**src/rtl/spi_pkg.sv**
```systemverilog
// Shared definitions for the SPI target: frame size, idle fill byte, FSM states.
package spi_pkg;

  localparam int          SPI_BITS      = 8;
  localparam logic [7:0]  SPI_IDLE_BYTE = 8'hFF;
  localparam int          SPI_CNT_W     = $clog2(SPI_BITS);

  typedef enum logic {
    IDLE   = 1'b0,
    ACTIVE = 1'b1
  } spi_tgt_state_t;

endpackage

```
**src/rtl/spi_sync_edge.sv**
```systemverilog
// Multi-flop synchronizer for one asynchronous pin, with rise/fall detection
// taken from the synchronized level and one extra history flop.
module spi_sync_edge #(
  parameter int   SYNC_STAGES = 2,
  parameter logic RESET_VAL   = 1'b0
) (
  input  logic clock_in,
  input  logic reset,
  input  logic din,
  output logic dout,
  output logic rise,
  output logic fall
);

  logic [SYNC_STAGES-1:0] sync_q;
  logic                   prev_q;

  // Shift the pin through the synchronizer chain and keep the previous level.
  always_ff @(posedge clock_in or posedge reset) begin
    if (reset) begin
      sync_q <= {SYNC_STAGES{RESET_VAL}};
      prev_q <= RESET_VAL;
    end else begin
      sync_q <= {sync_q[SYNC_STAGES-2:0], din};
      prev_q <= sync_q[SYNC_STAGES-1];
    end
  end

  assign dout = sync_q[SYNC_STAGES-1];
  assign rise = dout & ~prev_q;
  assign fall = ~dout & prev_q;

endmodule

```
**src/rtl/spi_target.sv**
```systemverilog
// SPI mode-0 target, MSB first, 8-bit frames, oversampled by clock_in.
// Internal side: one-deep tx buffer (load/ready) and rx byte with valid strobe.
module spi_target
  import spi_pkg::*;
#(
  parameter int         SYNC_STAGES = 2,
  parameter logic [7:0] IDLE_BYTE   = SPI_IDLE_BYTE
) (
  input  logic       clock_in,
  input  logic       reset,
  input  logic       sclk,
  input  logic       mosi,
  input  logic       ssn_in,
  output logic       miso,
  output logic       miso_oe,
  input  logic [7:0] datain,
  input  logic       load,
  output logic       ready,
  output logic [7:0] dataout,
  output logic       valid,
  output logic       underrun
);

  localparam logic [SPI_CNT_W-1:0] LAST_BIT = SPI_CNT_W'(SPI_BITS - 1);

  logic sclk_lvl_unused, sclk_rise, sclk_fall;
  logic ssn_lvl_unused, ssn_rise, ssn_fall;
  logic mosi_sync, mosi_rise_unused, mosi_fall_unused;

  spi_sync_edge #(.SYNC_STAGES(SYNC_STAGES), .RESET_VAL(1'b0)) u_sync_sclk (
    .clock_in (clock_in),
    .reset    (reset),
    .din      (sclk),
    .dout     (sclk_lvl_unused),
    .rise     (sclk_rise),
    .fall     (sclk_fall)
  );

  spi_sync_edge #(.SYNC_STAGES(SYNC_STAGES), .RESET_VAL(1'b1)) u_sync_ssn (
    .clock_in (clock_in),
    .reset    (reset),
    .din      (ssn_in),
    .dout     (ssn_lvl_unused),
    .rise     (ssn_rise),
    .fall     (ssn_fall)
  );

  spi_sync_edge #(.SYNC_STAGES(SYNC_STAGES), .RESET_VAL(1'b0)) u_sync_mosi (
    .clock_in (clock_in),
    .reset    (reset),
    .din      (mosi),
    .dout     (mosi_sync),
    .rise     (mosi_rise_unused),
    .fall     (mosi_fall_unused)
  );

  spi_tgt_state_t       state_q, state_d;
  logic [SPI_CNT_W-1:0] bit_cnt;
  logic [7:0]           tx_buf, tx_shift, rx_shift, tx_next, rx_in;
  logic                 tx_full;
  logic                 frame_start, frame_end, sample, launch, byte_done, take;

  // State register.
  always_ff @(posedge clock_in or posedge reset) begin
    if (reset) state_q <= IDLE;
    else       state_q <= state_d;
  end

  // Next state and per-cycle event decode; sclk edges coinciding with any
  // ssn edge are dropped.
  always_comb begin
    state_d     = state_q;
    frame_start = 1'b0;
    frame_end   = 1'b0;
    sample      = 1'b0;
    launch      = 1'b0;
    case (state_q)
      IDLE: begin
        if (ssn_fall) begin
          state_d     = ACTIVE;
          frame_start = 1'b1;
        end
      end
      ACTIVE: begin
        if (ssn_rise) begin
          state_d   = IDLE;
          frame_end = 1'b1;
        end else if (!ssn_fall) begin
          sample = sclk_rise;
          launch = sclk_fall;
        end
      end
      default: state_d = IDLE;
    endcase
  end

  assign byte_done = sample && (bit_cnt == LAST_BIT);
  assign take      = frame_start || byte_done;
  assign tx_next   = tx_full ? tx_buf : IDLE_BYTE;
  assign rx_in     = {rx_shift[6:0], mosi_sync};
  assign ready     = ~tx_full;

  // Transmit buffer: a load is only accepted while empty; a consumption in the
  // same cycle as an accepted load has already taken IDLE_BYTE.
  always_ff @(posedge clock_in or posedge reset) begin
    if (reset) begin
      tx_buf  <= '0;
      tx_full <= 1'b0;
    end else if (load && !tx_full) begin
      tx_buf  <= datain;
      tx_full <= 1'b1;
    end else if (take) begin
      tx_full <= 1'b0;
    end
  end

  // Shift registers, bit counter, miso drive and the one-cycle strobes.
  always_ff @(posedge clock_in or posedge reset) begin
    if (reset) begin
      bit_cnt  <= '0;
      tx_shift <= '0;
      rx_shift <= '0;
      dataout  <= '0;
      valid    <= 1'b0;
      underrun <= 1'b0;
      miso     <= 1'b0;
      miso_oe  <= 1'b0;
    end else begin
      valid    <= 1'b0;
      underrun <= 1'b0;
      if (take) begin
        tx_shift <= tx_next;
        underrun <= ~tx_full;
      end
      if (frame_start) begin
        bit_cnt <= '0;
        miso    <= tx_next[7];
        miso_oe <= 1'b1;
      end
      if (frame_end) begin
        bit_cnt <= '0;
        miso    <= 1'b0;
        miso_oe <= 1'b0;
      end
      if (sample) begin
        rx_shift <= rx_in;
        if (byte_done) begin
          dataout <= rx_in;
          valid   <= 1'b1;
          bit_cnt <= '0;
        end else begin
          bit_cnt <= bit_cnt + 1'b1;
        end
      end
      // A zero count means a fresh byte was just loaded: present its MSB as is.
      if (launch) begin
        if (bit_cnt != '0) begin
          tx_shift <= {tx_shift[6:0], 1'b0};
          miso     <= tx_shift[6];
        end else begin
          miso <= tx_shift[7];
        end
      end
    end
  end

endmodule

```
**config.mk**
```make
export PLATFORM = sky130hd
export DESIGN_NAME = spi_target
export DESIGN_NICKNAME = d
export VERILOG_FILES = /design/src/rtl/spi_pkg.sv /design/src/rtl/spi_sync_edge.sv /design/src/rtl/spi_target.sv
export SDC_FILE = /design/constraint.sdc
export NUM_CORES = 1
export LEC_CHECK = 0
export ABC_AREA = 1
export CORE_MARGIN = 2
export CORE_UTILIZATION = 45
export DETAILED_ROUTE_END_ITERATION = 10
export GPL_ROUTABILITY_DRIVEN = 0
export PLACE_DENSITY = 0.7
export SLEW_MARGIN = 0
export SYNTH_ARGS = -nofsm -noshare
export SYNTH_HDL_FRONTEND = slang
export SYNTH_SLANG_ARGS = --single-unit
```
**constraint.sdc**
```tcl
create_clock -name clock_in -period 2.15 [get_ports clock_in]
set_clock_uncertainty 0.1 [all_clocks]
set_input_delay 0.43 -clock clock_in [delete_from_list [all_inputs] [get_ports clock_in]]
set_output_delay 0.43 -clock clock_in [all_outputs]
set_load 0.02 [all_outputs]
```
==> impl_metrics.ini <==
[power_and_ir_drop]
ir_drop_v = 0.000750
p_leak_nw = 1.18
total_power_w = 0.00247
p_per_area_nw_per_um2 = 1020

[timing]
fin_ws_ps = 245
setup_viol = 0
finalSetupTns_ps = 0
fin_crit_ps = 1900
max_slew.worst_pin.slew_ps = 383
fmax_ghz = 0.525
rsz0062_at_grt = no
drv_slew = 0
finalCritPeriodShare_pct = 88.6
slew_headroom_pct = 74.4
finalHoldViolCount = 0

[clock_network]
clock_sinks = 48
cts_root_buf = clkbuf_8
ctsResizeCount = 0
numCtsBuffers = 5
clk_path_buf_depth = 2
cts_max_level = 2
path_clk_slew_ps = 90
cts_tree = done
hold_buffers = 0
cts_setup_buffers = 0
clk-insertion-delay-late_ps = 300

[floorplan]
die_w_um = 70.1
core_area_um2 = 4290
die_area_um2 = 4910
rows = 24
initial_core_util_pct = 45.8
die_y_um = 70.1
pin_count = 27

[detailed_routing]
dr.pass1.iters = 4
vias = 1395
avgViaCountPerCell = 4.83
drcViolationCount = 0
drtAntennaViolNets = 0
wl_per_cell_um = 11.7
postRouteWirelength_um = 3380
drt-initial-drc-count = 95

[global_route]
grt_antenna_before_repair = 0
grt_start_max_net_pins = 27
grt_pass1_wl_um = 5850
met1_usage_pct = 20.5
grt_use_met2_pct = 22.6
grt_pass1_vias = 1336
grt.met3_usage_pct = 4.62
grt_busiest_layer = met2
gr-usage-all-layers_pct = 14.9
gr-total-overflow = 0

[setup_path]
slowest_delay_ps = 600
worstPathArrival_ps = 1370
cp-start-kind = flop
end_kind = output port
regToRegStartpoint = u_sync_ssn.prev_q
r2r_cells = 6
crit_type = flop to output port
r2r_end = bit_cnt[1]
cpMaxStageDelayCell = clkdlybuf4s50_1
path_cells = inv_1 > clkdlybuf4s50_1
reg2reg_slack_ps = 440
critPathRequiredTime_ps = 1620
worstPathMaxFanout = 2

[cells_and_area]
diodes = 0
utilization_pct = 56.3
area_growth_pct = 23.0
seq_area_um2 = 1200
final_nets = 253
final_cell_area_um2 = 2420
multiInputGateArea_um2 = 631
fillers = 379
final_layout_size_suffix_gt1_share_pct = 13.5

[min_path]
holdPathEnd = u_sync_mosi.sync_q[1]
whs_path_depth = 0
min_from = u_sync_mosi.sync_q[0]
hold_class = flop to flop

[yosys]
synth_top_area_share_pct = 57.3
ys_ff_latch = 48
synth_cell_types = 20
synth_nets = 220
netlist_area_um2 = 1970
synth_seq_area_share_pct = 61.3
synth.avg_cell_area_um2 = 9.68
yosysWarnings = 0
syn_inst = 203
synthTopCellsByArea = dfrtp_1 57%, nand2_1 9.9%, nand3_1 4.8%
synth_top_cell_by_area = dfrtp_1

[run_status]
status = finished clean

[run]
cap_violations = 0

[place]
numPortBuffers = 26
hpwl_um = 2480
post_dp_cell_area_um2 = 2310
dpl_worst_slack_ps = 415
[worst max-delay path, delay by kind of cell (launching register included)]
kind     cells  cell delay (ps)
buf+inv      2              680
flops        1              400
[power breakdown]
part           internal [W]  total, W  switching (W)  leakage [nW]
logic              0.000283  0.000606       0.000323         0.531
registers           0.00112   0.00123       0.000107         0.589
clock network      0.000345  0.000630       0.000285        0.0552
[how the worst max path moves through the flow]
stage / startpoint / to / slack, ps
2_1_floorplan: reset / bit_cnt[0] / 480
3_3_place_gp: load / tx_buf[1] / 450
3_5_place_dp: load / tx_buf[3] / 420
4_1_cts: tx_full / ready / 230
5_1_grt: tx_full / ready / 190
6_report: tx_full / ready / 250
[cell usage in the layout (no fill, tap or decap), types with 3 or more instances in the layout]
cell type,synthesis,routed
o21ai_0,15,15
nand3_1,19,19
inv_1,24,23
nor2_1,13,13
nand2_1,52,52
mux2_2,8,8
o21ai_1,6,6
buf_4,0,4
dfrtp_1,45,45
ha_1,3,3
dfstp_2,3,3
clkbuf_8,0,5
clkdlybuf4s50_1,0,26
[state kept, by name (all words and copies together), names as in the netlist, 2 cells and up]
| register | count |
|---|---|
| tx_buf | 8 |
| dataout | 8 |
| rx_shift | 7 |
| u_sync_ssn.sync_q | 2 |
| tx_shift | 8 |
| bit_cnt | 3 |
| u_sync_mosi.sync_q | 2 |
| u_sync_sclk.sync_q | 2 |
[metal layers]
layer	up-vias	share of wire, %
li1	706	-
met1	653	49
met2	32	45
met3	4	5.3
met4	0	1.2
met5	-	0
[cells in the mapped netlist]
master and instances:
a21oi_1 2, a21oi_2 1, buf_2 4, buf_6 1
clkinv_2 1, dfrtp_1 45, dfstp_2 3, ha_1 3
inv_1 24, inv_2 1, mux2_2 8, nand2_1 52
nand2_2 1, nand2_4 1, nand3_1 19, nand3_2 1
nor2_1 13, nor2_2 2, o21ai_0 15, o21ai_1 6
[layout make-up]
class                           instances  area share [%]
Inverter                               26            4.09
Tap cell                               52            2.69
Timing Repair Buffer                   31            12.8
Clock buffer                            6            3.00
Multi-Input combinational cell        124            26.1
Sequential cell                        48            49.8
Clock inverter                          2            1.45
[cells by family after synthesis]
logic type | Yosys count | synth area share (%)
fa+ha+maj | 3 | 1.91
buf+inv | 31 | 6.62
mux | 8 | 4.58
flops | 48 | 61.3
compound gates | 24 | 6.30
simple gates | 89 | 19.3
[through the flow]
step                hold WS (ps)  cells
finish                       255    289
global route                 269    289
CTS                          256    289
detailed placement           237    281
global placement             235    281
floorplan                    231    203
(Power assumes the default switching activity.)
